`src/rtl/voice_allocator.sv`:
```
// voice_allocator: shares NUM_VOICES envelope voices among note-on/note-off events
// Ports: clk/rst (async active-low) clock and reset; sample_clock per-sample strobe;
//   ev_valid/ev_ready/ev_on/ev_note event handshake; env_idle per-voice envelope silent;
//   gate per-voice envelope gate; voice_note packed note per voice; drop/steal one-clk pulses.
// Optional feature: define VOICE_STEAL_EN to steal the least recently used voice when none is free.
module voice_allocator #(
  parameter int NUM_VOICES = 4,
  parameter int NOTE_BITS  = 7
) (
  input  logic                            clk,
  input  logic                            rst,
  input  logic                            sample_clock,
  input  logic                            ev_valid,
  output logic                            ev_ready,
  input  logic                            ev_on,
  input  logic [NOTE_BITS-1:0]            ev_note,
  input  logic [NUM_VOICES-1:0]           env_idle,
  output logic [NUM_VOICES-1:0]           gate,
  output logic [NUM_VOICES*NOTE_BITS-1:0] voice_note,
  output logic                            drop,
  output logic                            steal
);
  localparam int IW = $clog2(NUM_VOICES);
  typedef enum logic [1:0] {
    IDLE,
    SCAN,
    APPLY
`ifdef VOICE_STEAL_EN
    , STEAL_WAIT
`endif
  } state_t;
  state_t                r_state, w_next;
  logic [IW-1:0]         r_idx, r_mi, r_fi, w_tgt;
  logic                  r_mf, r_ff, r_on, r_drop, r_steal;
  logic [NOTE_BITS-1:0]  r_evn;
  logic [NUM_VOICES-1:0] r_gate;
  logic [NOTE_BITS-1:0]  r_vnote [NUM_VOICES];
  logic [IW-1:0]         r_rank [NUM_VOICES];
  logic [IW-1:0]         w_rank_new [NUM_VOICES];
  logic                  w_accept, w_last, w_hit, w_free;
  assign ev_ready = r_state == IDLE;
  assign w_accept = ev_valid && ev_ready;
  assign w_last   = r_idx == IW'(NUM_VOICES - 1);
  assign w_hit    = r_gate[r_idx] && r_vnote[r_idx] == r_evn;
  assign w_free   = !r_gate[r_idx] && env_idle[r_idx];
  assign gate     = r_gate;
  assign drop     = r_drop;
  assign steal    = r_steal;
  for (genvar g = 0; g < NUM_VOICES; g++) begin : g_vn
    assign voice_note[g*NOTE_BITS +: NOTE_BITS] = r_vnote[g];
  end
`ifdef VOICE_STEAL_EN
  logic [IW-1:0] r_oi;
  logic          r_sc;
  assign w_tgt = r_state == APPLY ? r_fi : r_oi;
`else
  logic w_unused;
  assign w_unused = sample_clock;
  assign w_tgt    = r_fi;
`endif
  // Move-to-front LRU: target becomes rank 0, everything younger than it ages by one.
  always_comb begin
    for (int i = 0; i < NUM_VOICES; i++)
      w_rank_new[i] = (i == int'(w_tgt)) ? '0 : r_rank[i] + IW'(r_rank[i] < r_rank[w_tgt]);
  end
  always_comb begin
    w_next = r_state;
    if (r_state == IDLE && w_accept) w_next = SCAN;
    if (r_state == SCAN && w_last) w_next = APPLY;
`ifdef VOICE_STEAL_EN
    if (r_state == APPLY) w_next = (r_on && !r_mf && !r_ff) ? STEAL_WAIT : IDLE;
    if (r_state == STEAL_WAIT && sample_clock && r_sc) w_next = IDLE;
`else
    if (r_state == APPLY) w_next = IDLE;
`endif
  end
  always_ff @(posedge clk or negedge rst)
    if (!rst) r_state <= IDLE;
    else      r_state <= w_next;
  always_ff @(posedge clk or negedge rst) begin
    if (!rst) begin
      r_idx   <= '0;
      r_mi    <= '0;
      r_fi    <= '0;
      r_mf    <= 1'b0;
      r_ff    <= 1'b0;
      r_on    <= 1'b0;
      r_evn   <= '0;
      r_drop  <= 1'b0;
      r_steal <= 1'b0;
      r_gate  <= '0;
      for (int i = 0; i < NUM_VOICES; i++) begin
        r_vnote[i] <= '0;
        r_rank[i]  <= IW'(i);
      end
`ifdef VOICE_STEAL_EN
      r_oi <= '0;
      r_sc <= 1'b0;
`endif
    end else begin
      r_drop  <= 1'b0;
      r_steal <= 1'b0;
      if (r_state == IDLE && w_accept) begin
        r_on  <= ev_on;
        r_evn <= ev_note;
        r_idx <= '0;
        r_mf  <= 1'b0;
        r_ff  <= 1'b0;
      end
      if (r_state == SCAN) begin
        r_idx <= r_idx + 1'b1;
        if (w_hit && !r_mf) begin
          r_mf <= 1'b1;
          r_mi <= r_idx;
        end
        if (w_free && !r_ff) begin
          r_ff <= 1'b1;
          r_fi <= r_idx;
        end
`ifdef VOICE_STEAL_EN
        if (r_rank[r_idx] == IW'(NUM_VOICES - 1)) r_oi <= r_idx;
`endif
      end
      if (r_state == APPLY) begin
        if (r_on && !r_mf && r_ff) begin
          r_gate[r_fi]  <= 1'b1;
          r_vnote[r_fi] <= r_evn;
          r_rank        <= w_rank_new;
        end else if (r_on && !r_mf) begin
`ifdef VOICE_STEAL_EN
          r_gate[r_oi] <= 1'b0;
          r_steal      <= 1'b1;
          r_sc         <= 1'b0;
`else
          r_drop <= 1'b1;
`endif
        end else if (!r_on && r_mf) r_gate[r_mi] <= 1'b0;
      end
`ifdef VOICE_STEAL_EN
      // Gate stays low across two sample strobes so the envelope is sure to see the release.
      if (r_state == STEAL_WAIT && sample_clock) begin
        r_sc <= 1'b1;
        if (r_sc) begin
          r_gate[r_oi]  <= 1'b1;
          r_vnote[r_oi] <= r_evn;
          r_rank        <= w_rank_new;
        end
      end
`endif
    end
  end
endmodule

```
`config.mk`:
```
export PLATFORM = sky130hd
export DESIGN_NAME = voice_allocator
export DESIGN_NICKNAME = d
export VERILOG_FILES = /design/src/rtl/voice_allocator.sv
export SDC_FILE = /design/constraint.sdc
export NUM_CORES = 1
export LEC_CHECK = 0
export CORE_MARGIN = 5
export CORE_UTILIZATION = 40
export CTS_CLUSTER_DIAMETER = 50
export DETAILED_ROUTE_END_ITERATION = 8
export PLACE_DENSITY = 0.67
export SETUP_SLACK_MARGIN = 0.1
export SYNTH_ARGS = -nofsm -noshare
export SYNTH_HDL_FRONTEND = slang
export SYNTH_SLANG_ARGS = --single-unit
```
`constraint.sdc`:
```
create_clock -name clk -period 3.65 [get_ports clk]
set_input_delay 0.365 -clock clk [delete_from_list [all_inputs] [get_ports clk]]
set_output_delay 0.365 -clock clk [all_outputs]
set_load 0.05 [all_outputs]
```
==> results by group <==
Drt
  – Via count: between 1500 and 2000
  – Drt wl/cell: 16.5 um
  – Pre-Repair DR Iteration Count: 4
  – Vias/cell: 5.15
  – Final ANT Viol Nets: 0
  – DRC: 0
  – Post-Route WL: roughly 5.1 mm
  – Initial drt markers: 93

Finish
  – # diodes: 0
  – Non-filler instance count after layout: 306
  – Utilization after layout: 0.518
  – Final Net Count: roughly 250
  – Area grow syn2layout: 26.9%
  – Share of post-route cells with drive strength above 1: 0.238

Setup path
  – Critical Path AT: about 2600 ps
  – Crit-path max cell delay: approximately 940 ps
  – Crit path capture type: flip-flop
  – Crit-path max FO: 20
  – CP startpoint kind: flip-flop
  – Crit path kind: reg2reg
  – Critical Path RT: 3840 ps
  – Crit path cell chain: mux2i_1 -> xnor2_1 -> nor4_1 -> a41oi_1 -> nor3_4 -> mux2_1
  – CP Buf/Inv Count: 0
  – CP max-delay cell: dfrtp_1
  – Crit-path leading delay family: flip-flops

CTS
  – CTS sink cnt: slightly above 50
  – CTS tree: built
  – Cts hold-fix bufs: 1
  – TritonCTS Buffers: 5
  – Clock transition at path regs: around 90 ps
  – Root buffer cell: clkbuf_8
  – Worst skew pair latency: approximately 310 ps
  – H-tree levels: 2
  – Setup bufs post-CTS: 0
  – PostCTS Resize Cnt: 0
  – Clock Path Buffers: 2

Yosys
  – Yosys cell types: 41
  – Top cell type's share of synthesized area: 0.532
  – Ranking of synthesized cells by area: dfrtp_1, mux2_2, mux4_2
  – Ys async rst share: 1.00
  – EDFF count, synth: 0
  – Avg Cell Area, Syn: 13.0 um2
  – YS warnings: 0
  – Post-Syn Area: 2400 um2
  – Synth Net Count: 202
  – Synth Flop Type: dfrtp_1
  – Number of synthesized register bits: between 50 and 60
  – Mapped Cells: ~190
  – Fraction of the yosys area taken by sequential cells: 0.532
  – Cell taking the most area after synthesis: dfrtp_1
  – Most used standard cell by instance count after synthesis: dfrtp_1
  – Most frequent cells after synthesis: dfrtp_1, mux2_2, nand2_1

Floorplanning
  – Die height: ~87 um
  – Rows: 28
  – Initial Utilization: 0.408
  – CORE AREA: 5890 um2
  – Die width: just under 90 um
  – Die ar.: about 7700 um2
  – Top Ports: 51

Power
  – Switching power: 1.15 mW
  – Clock power share: 0.153
  – Power Density: just under 900 nW/um2
  – Switching part of the total power: 0.430
  – Pwr Total: 2.66 mW
  – Int Pwr: 1.52 mW
  – Part of the power in combinational logic: 0.455
  – Maximum vdd ir drop: approximately 490 uV
  – Leak: 1.35 nW
  – Seq pwr share: 0.392

Global routing
  – Number of global-route vias before repair: 1683
  – First-pass GRT wire length: 8.58 mm
  – Grt ovf: 0
  – Antenna violations before repair: 0
  – Global router's overall resource usage: 0.148
  – Largest net degree at the start of global routing: 38

STA
  – Slew Viols, Final: 0
  – Final setup fails: 0
  – Final Hold Viols: 0
  – Final min period: 2450 ps
  – Final period util: 0.671
  – Skew final: 3.65 ps
  – Slew margin rel.: 0.406
  – Setup Total Neg Slack: 0 ps
  – Worst Max-Slew Pin Slew: 891 ps
  – FMAX: 408 MHz
  – RSZ-0062 raised after global routing: false

Status
  – Status: complete, no violations

Placed design
  – # port buffers: 48
  – Placer's final routability congestion estimate: 0.780
  – Placed insts: 297
  – HPWL after DPL: 3.51 mm

Job
  – MaxCap Viol Count: 0

Worst hold path
  – Hold/Removal Path Class: in2async
-- logic make-up after synthesis --
logic type	share of synthesized area
flip-flops	0.532
AND/OR/NAND/NOR	0.0782
AO/OA/AOI/OAI	0.0537
XOR/XNOR	0.0365
adder cells (fa/ha/maj)	0.00521
buffers and inverters	0.0396
multiplexers	0.254
other	0.00156
-- flip-flops by register name, indices dropped and copies added, names as in the netlist --
signal and flops:
drop 1, gate 4, r_evn 7, r_ff 1, r_fi 2, r_idx 2, r_mf 1, r_mi 2
r_on 1, r_state 2, voice_note 28
-- per-stage QoR --
| step | instance area [um2] | hold slack (ps) | setup slack (ps) |
|---|---|---|---|
| 2_1_floorplan | 2400 | 69.4 | 1640 |
| 3_3_place_gp | 2920 | 286 | 1190 |
| 3_5_place_dp | 2920 | 287 | 1160 |
| 4_1_cts | 3050 | 499 | 1150 |
| 5_1_grt | 3050 | 511 | 968 |
| 6_report | 3050 | 492 | 1200 |
-- power groups by stage --
stage	Combinational (mW)	Sequential, mW	Clock, mW
after floorplan	0.648	1.26	0
after global placement	1.21	1.06	0
after detailed placement	1.22	1.06	0
after CTS	1.23	1.05	0.425
after global routing	1.29	1.10	0.444
final	1.21	1.04	0.409
-- placed cells by master, fill, tap and decap left out, types with 2 or more instances in the layout --
cell / instances
dfrtp_1: 51
clkdlybuf4s50_1: 47
mux2_2: 37
nand2_1: 11
inv_1: 8
mux2i_1: 8
nor2_1: 6
xnor2_1: 6
clkbuf_8: 6
xor2_1: 4
mux4_2: 4
a32oi_1: 3
nand2b_1: 3
o21ai_0: 3
nor4_1: 2
a21o_1: 2
nor3_2: 2
nand4_1: 2
mux2_1: 2
buf_4: 2
-- worst paths after layout --
| check | start | endpoint | slack, ps | cells after the start |
|---|---|---|---|---|
| max in group asynchronous | rst | voice_note[5] | 2370 | 3 |
| setup reg to reg | r_idx[1] | r_mi[1] | 1200 | 6 |
| hold reg to reg | r_mi[0] | gate[3] | 530 | 1 |
| setup / recovery | r_idx[1] | r_mi[1] | 1200 | 6 |
| hold / removal | rst | gate[1] | 490 | 2 |
| min in group clk | r_mi[0] | gate[3] | 530 | 1 |
-- layer usage --
| layer | part of all wire | GRT usage | vias up | wire, um |
|---|---|---|---|---|
| met4 | 0.013 | 0.0418 | 0 | 66 |
| met1 | 0.47 | 0.201 | 786 | 2380 |
| li1 | - | - | 748 | - |
| met3 | 0.056 | 0.0416 | 6 | 281 |
| met5 | 0 | 0 | - | 0 |
| met2 | 0.46 | 0.230 | 37 | 2340 |
-- cell type report --
type / instances / area, um2
Multi-Input combinational cell: 113 / 1030
Timing Repair Buffer: 51 / 500
Clock buffer: 6 / 82.6
Clock inverter: 2 / 35.0
Sequential cell: 51 / 1280
Inverter: 8 / 30.0
Tap cell: 75 / 93.8
Fill cell: 534 / 2840
Power figures use the tool's default switching activity.
